## config.mk

```make
export PLATFORM = sky130hd
export DESIGN_NAME = sample_recorder
export DESIGN_NICKNAME = d
export VERILOG_FILES = /design/src/rtl/sample_recorder.sv
export SDC_FILE = /design/constraint.sdc
export NUM_CORES = 1
export LEC_CHECK = 0
export BUFFER_PORTS_ARGS = -buffer_cell sky130_fd_sc_hd__clkbuf_2
export CAP_MARGIN = 20
export CORE_MARGIN = 10
export CORE_UTILIZATION = 30
export DETAILED_ROUTE_END_ITERATION = 16
export GPL_TIMING_DRIVEN = 1
export PLACE_DENSITY = 0.57
export SLEW_MARGIN = 20
export SYNTH_ARGS = -nofsm -noshare
export SYNTH_HDL_FRONTEND = slang
export SYNTH_SLANG_ARGS = --single-unit
```

## constraint.sdc

```tcl
create_clock -name clk -period 4.1 [get_ports clk]
set_input_delay 0.41 -clock clk [delete_from_list [all_inputs] [get_ports clk]]
set_output_delay 0.41 -clock clk [all_outputs]
set_load 0.02 [all_outputs]
```

## src/rtl/sample_recorder.sv

```systemverilog
// sample_recorder
//   Captures sampler words into a small FIFO and streams them to an SDRAM
//   controller as single-word writes at consecutive word addresses.
//   Each written word is {seq[9:0], sample[21:0]}. seq counts the accepted
//   samples of the current recording, modulo 1024.
//
//   Optional feature: define RECORDER_WRAP_EN to wrap the write address back to
//   0 after ADDR_LAST and keep recording. In the default build the recording
//   ends once the ADDR_LAST word has been accepted.
//
// Parameters
//   FIFO_DEPTH       sample buffer depth (power of two, 2..64)
//   ADDR_LAST        last SDRAM word address of the recording region
//
// Ports
//   clk              system clock, shared with the SDRAM controller and sampler
//   rst              asynchronous active-low reset; release is synchronised to clk
//   start, stop      one-cycle control pulses
//   sample_valid     one-cycle pulse qualifying sample_data
//   sample_data      22-bit sample word
//   cmd_ready        controller can accept a command
//   cmd_enable       write command request; held with address/data until accepted
//   cmd_wr           write strobe (follows cmd_enable)
//   cmd_byte_enable  always 4'b1111
//   cmd_address      word address of the pending write
//   cmd_data_in      write data {seq, sample}
//   busy             recording or draining
//   done             recording finished
//   overflow         sticky: a sample was dropped during this recording
//   words_written    accepted write commands during this recording
module sample_recorder #(
  parameter int          FIFO_DEPTH = 8,
  parameter logic [22:0] ADDR_LAST  = 23'h7FFFFF
) (
  input  logic        clk,
  input  logic        rst,
  input  logic        start,
  input  logic        stop,
  input  logic        sample_valid,
  input  logic [21:0] sample_data,
  input  logic        cmd_ready,
  output logic        cmd_enable,
  output logic        cmd_wr,
  output logic [3:0]  cmd_byte_enable,
  output logic [22:0] cmd_address,
  output logic [31:0] cmd_data_in,
  output logic        busy,
  output logic        done,
  output logic        overflow,
  output logic [22:0] words_written
);

  localparam int AW = $clog2(FIFO_DEPTH);
  localparam logic [AW:0] FULL_COUNT = (AW+1)'(FIFO_DEPTH);

  localparam logic [1:0] ST_IDLE  = 2'd0;
  localparam logic [1:0] ST_RUN   = 2'd1;
  localparam logic [1:0] ST_DRAIN = 2'd2;
  localparam logic [1:0] ST_DONE  = 2'd3;

  // Reset: asserts asynchronously, releases after two clock edges.
  logic [1:0] rst_sync_reg;
  logic       rst_int;

  always_ff @(posedge clk or negedge rst) begin
    if (!rst) rst_sync_reg <= 2'b00;
    else      rst_sync_reg <= {rst_sync_reg[0], 1'b1};
  end

  assign rst_int = rst_sync_reg[1];

  logic [1:0]  state_reg;
  logic [31:0] fifo_mem [FIFO_DEPTH];
  logic [AW-1:0] wr_ptr_reg, rd_ptr_reg;
  logic [AW:0]   count_reg;
  logic [9:0]    seq_reg;
  logic          load_reg;        // head popped into cmd_data_in, request next cycle
  logic          cmd_enable_reg;
  logic [22:0]   cmd_address_reg;
  logic [31:0]   cmd_data_in_reg;
  logic [22:0]   words_reg;
  logic          overflow_reg;

  logic pending, accept, pop, push_try, push_ok, start_ok, end_hit;
  logic [22:0] addr_next;

  // A command is pending from the pop until the controller accepts it.
  assign pending  = load_reg | cmd_enable_reg;
  assign accept   = cmd_enable_reg & cmd_ready;
  assign pop      = ~pending & (count_reg != '0);
  assign push_try = (state_reg == ST_RUN) & sample_valid;
  assign start_ok = start & ((state_reg == ST_IDLE) | (state_reg == ST_DONE));

`ifdef RECORDER_WRAP_EN
  assign end_hit   = 1'b0;
  assign addr_next = (cmd_address_reg == ADDR_LAST) ? 23'd0 : cmd_address_reg + 23'd1;
`else
  assign end_hit   = accept & (cmd_address_reg == ADDR_LAST);
  assign addr_next = cmd_address_reg + 23'd1;
`endif

  // A full FIFO still takes a sample when the head leaves in the same cycle.
  // When the region end is reached the incoming sample is discarded.
  assign push_ok = push_try & ~end_hit & ((count_reg < FULL_COUNT) | pop);

  // Sample storage without reset; only the pointers are cleared.
  always_ff @(posedge clk) begin
    if (push_ok) fifo_mem[wr_ptr_reg] <= {seq_reg, sample_data};
  end

  always_ff @(posedge clk or negedge rst_int) begin
    if (!rst_int) begin
      state_reg       <= ST_IDLE;
      wr_ptr_reg      <= '0;
      rd_ptr_reg      <= '0;
      count_reg       <= '0;
      seq_reg         <= '0;
      load_reg        <= 1'b0;
      cmd_enable_reg  <= 1'b0;
      cmd_address_reg <= '0;
      cmd_data_in_reg <= '0;
      words_reg       <= '0;
      overflow_reg    <= 1'b0;
    end else if (start_ok) begin
      // No command can be pending in IDLE/DONE, so only the counters clear.
      state_reg       <= ST_RUN;
      wr_ptr_reg      <= '0;
      rd_ptr_reg      <= '0;
      count_reg       <= '0;
      seq_reg         <= '0;
      cmd_address_reg <= '0;
      words_reg       <= '0;
      overflow_reg    <= 1'b0;
    end else begin
      if (accept) begin
        cmd_enable_reg  <= 1'b0;
        cmd_address_reg <= addr_next;
        words_reg       <= words_reg + 23'd1;
      end else if (load_reg) begin
        cmd_enable_reg  <= 1'b1;
      end

      load_reg <= pop;
      if (pop) begin
        cmd_data_in_reg <= fifo_mem[rd_ptr_reg];
        rd_ptr_reg      <= rd_ptr_reg + 1'b1;
      end

      if (push_ok) begin
        wr_ptr_reg <= wr_ptr_reg + 1'b1;
        seq_reg    <= seq_reg + 10'd1;
      end
      if (push_try & ~push_ok) overflow_reg <= 1'b1;

      if (end_hit) begin
        // End of region: whatever is still buffered is lost.
        state_reg  <= ST_DONE;
        wr_ptr_reg <= '0;
        rd_ptr_reg <= '0;
        count_reg  <= '0;
        if (count_reg != '0) overflow_reg <= 1'b1;
      end else begin
        count_reg <= count_reg + (AW+1)'(push_ok) - (AW+1)'(pop);
        case (state_reg)
          ST_RUN:   if (stop) state_reg <= ST_DRAIN;
          ST_DRAIN: if ((count_reg == '0) && !pending) state_reg <= ST_DONE;
          default:  ;
        endcase
      end
    end
  end

  assign cmd_enable      = cmd_enable_reg;
  assign cmd_wr          = cmd_enable_reg;
  assign cmd_byte_enable = 4'b1111;
  assign cmd_address     = cmd_address_reg;
  assign cmd_data_in     = cmd_data_in_reg;
  assign busy            = (state_reg == ST_RUN) | (state_reg == ST_DRAIN);
  assign done            = (state_reg == ST_DONE);
  assign overflow        = overflow_reg;
  assign words_written   = words_reg;

endmodule

```

==> flow_metrics.env, run 1 <==
export IMPL_yosys_top_cells_area="edfxtp_1, dfrtp_1, mux4_2, mux2i_1, nand2_1"
export IMPL_post_route_util=0.358
export IMPL_irDropWorstVdd_mv=0.400
export IMPL_fin_area_um2=17100
export IMPL_final_max_slew_violation_count=0
export IMPL_vias=7717
export IMPL_ys_seq_area_frac=0.713
export IMPL_rr_endpoint="count_reg[3]"
export IMPL_postPlaceCellArea_um2=15800
export IMPL_cts_resized_gates=0
export IMPL_finalHoldViolCount=0
export IMPL_drv_cap=0
export IMPL_path_cells="ha_1 > and3_2 > nand4_1 > o21ai_2 > ha_1 > inv_1 > ha_1 > a21o_1 > a21oi_1 > xnor2_1 > nor2_1"
export IMPL_numCtsBuffers=38
export IMPL_avgViaCountPerCell=4.68
export IMPL_p_leak_nw=6.14
export IMPL_crit_fanout=6
export IMPL_grt_ovfl_total=0
export IMPL_remaining_drc_errors=0
export IMPL_std_cell_rows=80
export IMPL_p_seq_frac=0.448
export IMPL_fillers=4533
export IMPL_synthFlopType="edfxtp_1"
export IMPL_path_buf_inv=1
export IMPL_drt_met1_wl_um=13500
export IMPL_synth_area_um2=14500
export IMPL_fin_crit_ns=2.85
export IMPL_die_w_um=240
export IMPL_holdBufCountCts=1
export IMPL_r2r_cells=11
export IMPL_drt_iter0_drc=492
export IMPL_status="finished clean"
export IMPL_setup_viol=0
export IMPL_syn_to_final_growth_pct=18.3
export IMPL_nets=1046
export IMPL_syn_avg_cell_area_um2=16.5
export IMPL_clkLatencyLatePin_ns=0.54
export IMPL_root_buffer="clkbuf_16"
export IMPL_pwr_share_clk=0.326
export IMPL_crit_family="compound AO/OA/AOI/OAI gates"
export IMPL_hold_path_class="input pin to flip-flop"
export IMPL_wl_met2_um=14600
export IMPL_coreArea_um2=47700
export IMPL_worst_slew_pin_slew_ns=1.01
export IMPL_grt_max_degree=67
export IMPL_wire_per_inst_um=18.4
export IMPL_cts_htree_levels=2
export IMPL_internal_power_mw=7.45
export IMPL_critPathKind="flip-flop to flip-flop"
export IMPL_wl_met3_um=1740
export IMPL_synth_edf_count=256
export IMPL_ys_types=52
export IMPL_drtAntennaViolNets=0
export IMPL_dr_pass1_iters=4
export IMPL_die_h_um=240
export IMPL_gp_congestion=0.744
export IMPL_ys_async_sr_fraction=0.291
export IMPL_min_delay_worst_endpoint="fifo_mem[0][19]"
export IMPL_die_area_um2=57400
export IMPL_cts_tree="yes"
export IMPL_hold_start="sample_data[19]"
export IMPL_swShare=0.302
export IMPL_period_share=0.694
export IMPL_synthTopCellsByCount="edfxtp_1, dfrtp_1, nand2_1"
export IMPL_num_io_pins=115
export IMPL_cts_sinks=361
export IMPL_powerDensity_nw_per_um2=624
export IMPL_yosysTopAreaCellShare=0.531
export IMPL_arrival_ns=3.24
export IMPL_synth_area_leader_cell="edfxtp_1"
export IMPL_synth_seq_cells=361
export IMPL_cts_buffer_depth=3
export IMPL_largest_reg_flops=256
export IMPL_io_buffers=110
export IMPL_top_layer_used="met4"
export IMPL_cp_num_cells=11
export IMPL_skew_ns=0.0190
export IMPL_fmax_ghz=0.351
export IMPL_wl_um=30400
export IMPL_grt_pass1_wl_um=47800
export IMPL_yosysMostFrequentCell="edfxtp_1"
export IMPL_rsz0062_at_grt="no"
export IMPL_postCtsSetupRepairBufs=0
export IMPL_r2r_start="cmd_address[0]"
export IMPL_comb_power_share=0.226
export IMPL_worst_path_max_delay_cell="o21ai_2"
export IMPL_drive_above_1_share=0.257
export IMPL_grt_usage=0.106
export IMPL_start_util=0.303
export IMPL_startpoint_type="flip-flop"
export IMPL_synth_cells=875
export IMPL_antenna_found_initial=1
export IMPL_rrSetupSlack_ns=1.25
export IMPL_grt_pass1_vias=8273
export IMPL_max_stage_delay_ns=0.54
export IMPL_clk_pin_slew_ns=0.06
export IMPL_dp_final_hpwl_um=18600
export IMPL_slew_headroom=0.330
export IMPL_holdPathStages=1
export IMPL_cp_end_kind="flip-flop"
export IMPL_fin_setup_tns_ns=0
export IMPL_cp_common_cell="ha_1"
export IMPL_switching_power_mw=3.23
export IMPL_yosys_warnings=0
export IMPL_required_ns=4.49
export IMPL_finalPower_mw=10.7
==> cells by family after synthesis <==
| logic type | Yosys count | share of synthesized area |
|---|---|---|
| other cells | 1 | 0.000259 |
| buf+inv | 56 | 0.0177 |
| fa+ha+maj | 14 | 0.0126 |
| compound gates | 79 | 0.0313 |
| simple gates | 224 | 0.0768 |
| xor+xnor | 43 | 0.0260 |
| flops | 361 | 0.713 |
| mux | 97 | 0.122 |
==> worst register-to-register path, cell delays in order (launching register included) <==
cell	delay, ns
dfrtp_1	0.44
ha_1	0.20
and3_2	0.23
nand4_1	0.21
o21ai_2	0.54
ha_1	0.25
inv_1	0.07
ha_1	0.27
a21o_1	0.16
a21oi_1	0.17
xnor2_1	0.14
nor2_1	0.05
==> routing by layer <==
| layer | GRT usage | vias to the layer above |
|---|---|---|
| met4 | 0.0291 | 0 |
| met5 | 0 | - |
| met2 | 0.175 | 156 |
| li1 | - | 3606 |
| met1 | 0.136 | 3915 |
| met3 | 0.0270 | 40 |
==> layout by cell type (no fill, tap or decap), drive strengths merged, types with 15 or more instances in the layout <==
cell type	synthesis	layout
nand2	72	72
nor2	56	56
nand3	15	15
inv	14	15
o21ai	47	47
buf	24	16
a21oi	19	19
edfxtp	256	256
dfrtp	105	105
mux2i	33	33
xnor2	25	25
clkbuf	18	160
nor3	18	18
mux4	64	64
xor2	18	18
==> power groups by stage <==
| stage | clock network (mW) | logic (mW) | registers (mW) |
|---|---|---|---|
| 2_1_floorplan | 0 | 1.71 | 4.83 |
| 3_3_place_gp | 0 | 2.45 | 4.86 |
| 3_5_place_dp | 0 | 2.48 | 4.88 |
| 4_1_cts | 3.60 | 2.49 | 4.81 |
| 5_1_grt | 3.73 | 2.70 | 4.87 |
| 6_report | 3.49 | 2.41 | 4.78 |
==> layout make-up <==
type	instances	area, µm²	share of cell area
Sequential cell	361	10300	0.603
Multi-Input combinational cell	462	4000	0.234
Clock buffer	50	1020	0.0594
Tap cell	615	769	0.0450
Timing Repair Buffer	127	693	0.0405
Clock inverter	20	256	0.0150
Inverter	14	52.6	0.00307
Antenna cell	1	2.50	0.000146
==> stage by stage <==
stage	hold slack, ns	worst slack [ns]	std cells
after global placement	0.197	1.27	1578
final	0.161	1.25	1650
after CTS	0.132	1.21	1649
after detailed placement	0.197	1.22	1578
after floorplan	0.114	-0.145	879
after global routing	0.161	1.08	1650
==> worst max-delay path by stage <==
stage / to / slack [ns] / from
5_1_grt: fifo_mem[7][1] / 1.08 / state_reg[1]
3_5_place_dp: fifo_mem[7][3] / 1.22 / state_reg[1]
6_report: count_reg[3] / 1.25 / cmd_address[0]
3_3_place_gp: fifo_mem[7][16] / 1.27 / count_reg[2]
2_1_floorplan: fifo_mem[3][0] / -0.14 / count_reg[2]
4_1_cts: fifo_mem[7][1] / 1.21 / state_reg[1]
No activity file was read; power rests on OpenSTA's default activity.
==> run 2, diff against run 1 <==
--- a/config.mk
+++ b/config.mk
@@ -11,7 +11,7 @@
 export CORE_UTILIZATION = 30
 export DETAILED_ROUTE_END_ITERATION = 16
 export GPL_TIMING_DRIVEN = 1
-export PLACE_DENSITY = 0.57
+export PLACE_DENSITY = 0.58
 export SLEW_MARGIN = 20
 export SYNTH_ARGS = -nofsm -noshare
 export SYNTH_HDL_FRONTEND = slang
==> constraint.sdc (replaced) <==
create_clock -name clk -period 2.4 [get_ports clk]
set_input_delay 0.24 -clock clk [delete_from_list [all_inputs] [get_ports clk]]
set_output_delay 0.24 -clock clk [all_outputs]
set_load 0.02 [all_outputs]
==> flow_metrics.env, run 2 (synthesis gave the netlist of run 1 again) <==
export IMPL_status="finished clean"
export IMPL_coreArea_um2=47700
export IMPL_worst_path_max_delay_cell="dfrtp_1"
export IMPL_critPathKind="flip-flop to flip-flop"
export IMPL_avgViaCountPerCell=4.69
export IMPL_post_route_util=0.375
export IMPL_irDropWorstVdd_mv=0.567
export IMPL_startpoint_type="flip-flop"
export IMPL_syn_to_final_growth_pct=23.8
export IMPL_dr_pass1_iters=7
export IMPL_cp_end_kind="flip-flop"
export IMPL_clk_pin_slew_ns=0.06
export IMPL_r2r_cells=10
export IMPL_drv_cap=0
export IMPL_cts_tree="yes"
export IMPL_max_stage_delay_ns=0.38
export IMPL_grt_use_met2=0.178
export IMPL_num_io_pins=115
export IMPL_dp_final_hpwl_um=19100
export IMPL_numCtsBuffers=39
export IMPL_nets=1107
export IMPL_grt_ovfl_total=0
export IMPL_wire_per_inst_um=18.6
export IMPL_remaining_drc_errors=0
export IMPL_period_share=0.980
export IMPL_antenna_found_initial=1
export IMPL_drtAntennaViolNets=0
export IMPL_path_cells="inv_2 > ha_4 > nand2_4 > o41ai_4 > buf_4 > o211ai_1 > buf_4 > nor3b_4 > buf_6 > clkbuf_16"
export IMPL_powerDensity_nw_per_um2=1050
export IMPL_die_h_um=240
export IMPL_required_ns=2.65
export IMPL_finalHoldViolCount=0
export IMPL_fmax_ghz=0.425
export IMPL_use_met1=0.143
export IMPL_std_cell_rows=80
export IMPL_grt_pass1_wl_um=49900
export IMPL_grt_max_degree=65
export IMPL_wl_um=31900
export IMPL_crit_fanout=8
export IMPL_fin_crit_ns=2.35
export IMPL_finalPower_mw=18.9
export IMPL_die_area_um2=57400
export IMPL_postPlaceCellArea_um2=16300
export IMPL_largest_reg_flops=256
export IMPL_worst_slew_pin_slew_ns=0.576
export IMPL_hold_path_class="input pin to async pin"
export IMPL_slew_headroom=0.616
export IMPL_drive_above_1_share=0.296
export IMPL_clkLatencyLatePin_ns=0.54
export IMPL_grt_pass1_vias=8553
export IMPL_drt_iter0_drc=402
export IMPL_root_buffer="clkbuf_16"
export IMPL_cts_sinks=361
export IMPL_cts_buffer_depth=3
export IMPL_arrival_ns=2.60
export IMPL_skew_ns=0.0151
export IMPL_met3_usage=0.0299
export IMPL_setup_viol=0
export IMPL_vias=8022
export IMPL_cts_htree_levels=2
export IMPL_grt_busiest_layer="met2"
export IMPL_die_w_um=240
export IMPL_final_max_slew_violation_count=0
export IMPL_p_leak_nw=6.49
export IMPL_mostFrequentLayoutCells="edfxtp_1, clkbuf_2, dfrtp_1"
export IMPL_fin_area_um2=17900
export IMPL_cp_common_cell="buf_4"
export IMPL_start_util=0.303
export IMPL_final_common_cell="edfxtp_1"
export IMPL_io_buffers=110
export IMPL_gp_congestion=0.747
export IMPL_grt_usage=0.110
export IMPL_antennaDiodeCount=0
## run 2: power breakdown
group          leakage, nW  switching [mW]  internal, mW
Sequential            3.71           0.515          7.41
Combinational         2.16            2.80          2.20
Clock                0.618            2.47          3.50
## run 2: layer usage
metal	part of all wire	wire length, µm
met3	0.064	2040
met2	0.48	15200
met5	0.00041	13
met1	0.44	13900
met4	0.022	691
## run 2: area by class of cell
cell class	count	area [µm²]
clock buffers	56	1080
clock inverters	16	191
fillers	4471	29800
inverters	14	52.6
multi-input cells	462	4060
flip-flops and latches	361	10300
well taps	615	769
repair buffers	187	1430
## run 2: worst paths after layout
kind	start	slack, ns	endpoint
worst max-delay path	state_reg[1]	0.05	fifo_mem[5][15]
worst min-delay path	rst	0.03	rst_sync_reg[0]
worst max register to register	state_reg[1]	0.05	fifo_mem[5][15]
worst min register to register	rst_sync_reg[1]	0.22	cmd_address[12]
max in group asynchronous	rst_sync_reg[1]	1.49	cmd_address[1]
min in group clk	cmd_ready	0.05	cmd_address[1]
## run 2: stage by stage
step	setup slack, ns	TNS (ns)	hold slack (ns)	cells
CTS	0.00260	0	0.0105	1701
detailed placement	0.0202	0	0.0292	1608
global route	-0.0234	-0.250	0.0248	1711
floorplan	-0.723	-121.22	-0.0556	879
finish	0.0492	0	0.0340	1711
global placement	0.0530	0	0.0294	1608
## run 2: worst max-delay path: cells and delay by family (launching register included)
family          cells  cell delay (ns)
compound gates      2             0.42
fa+ha+maj           1             0.15
buf+inv             5             0.80
flops               1             0.38
simple gates        2             0.30
## run 2: what timing repair did
| action | 4_1_cts | 5_1_grt |
|---|---|---|
| hold buffers | 21 | 0 |
| buffers inserted | 0 | 7 |
| endpoints found under the hold margin | 155 | 0 |
| gates resized for setup | 1 | 10 |
| endpoints found under the setup margin | 3 | 100 |
| pin swaps | 0 | 5 |
| gates cloned | 0 | 3 |
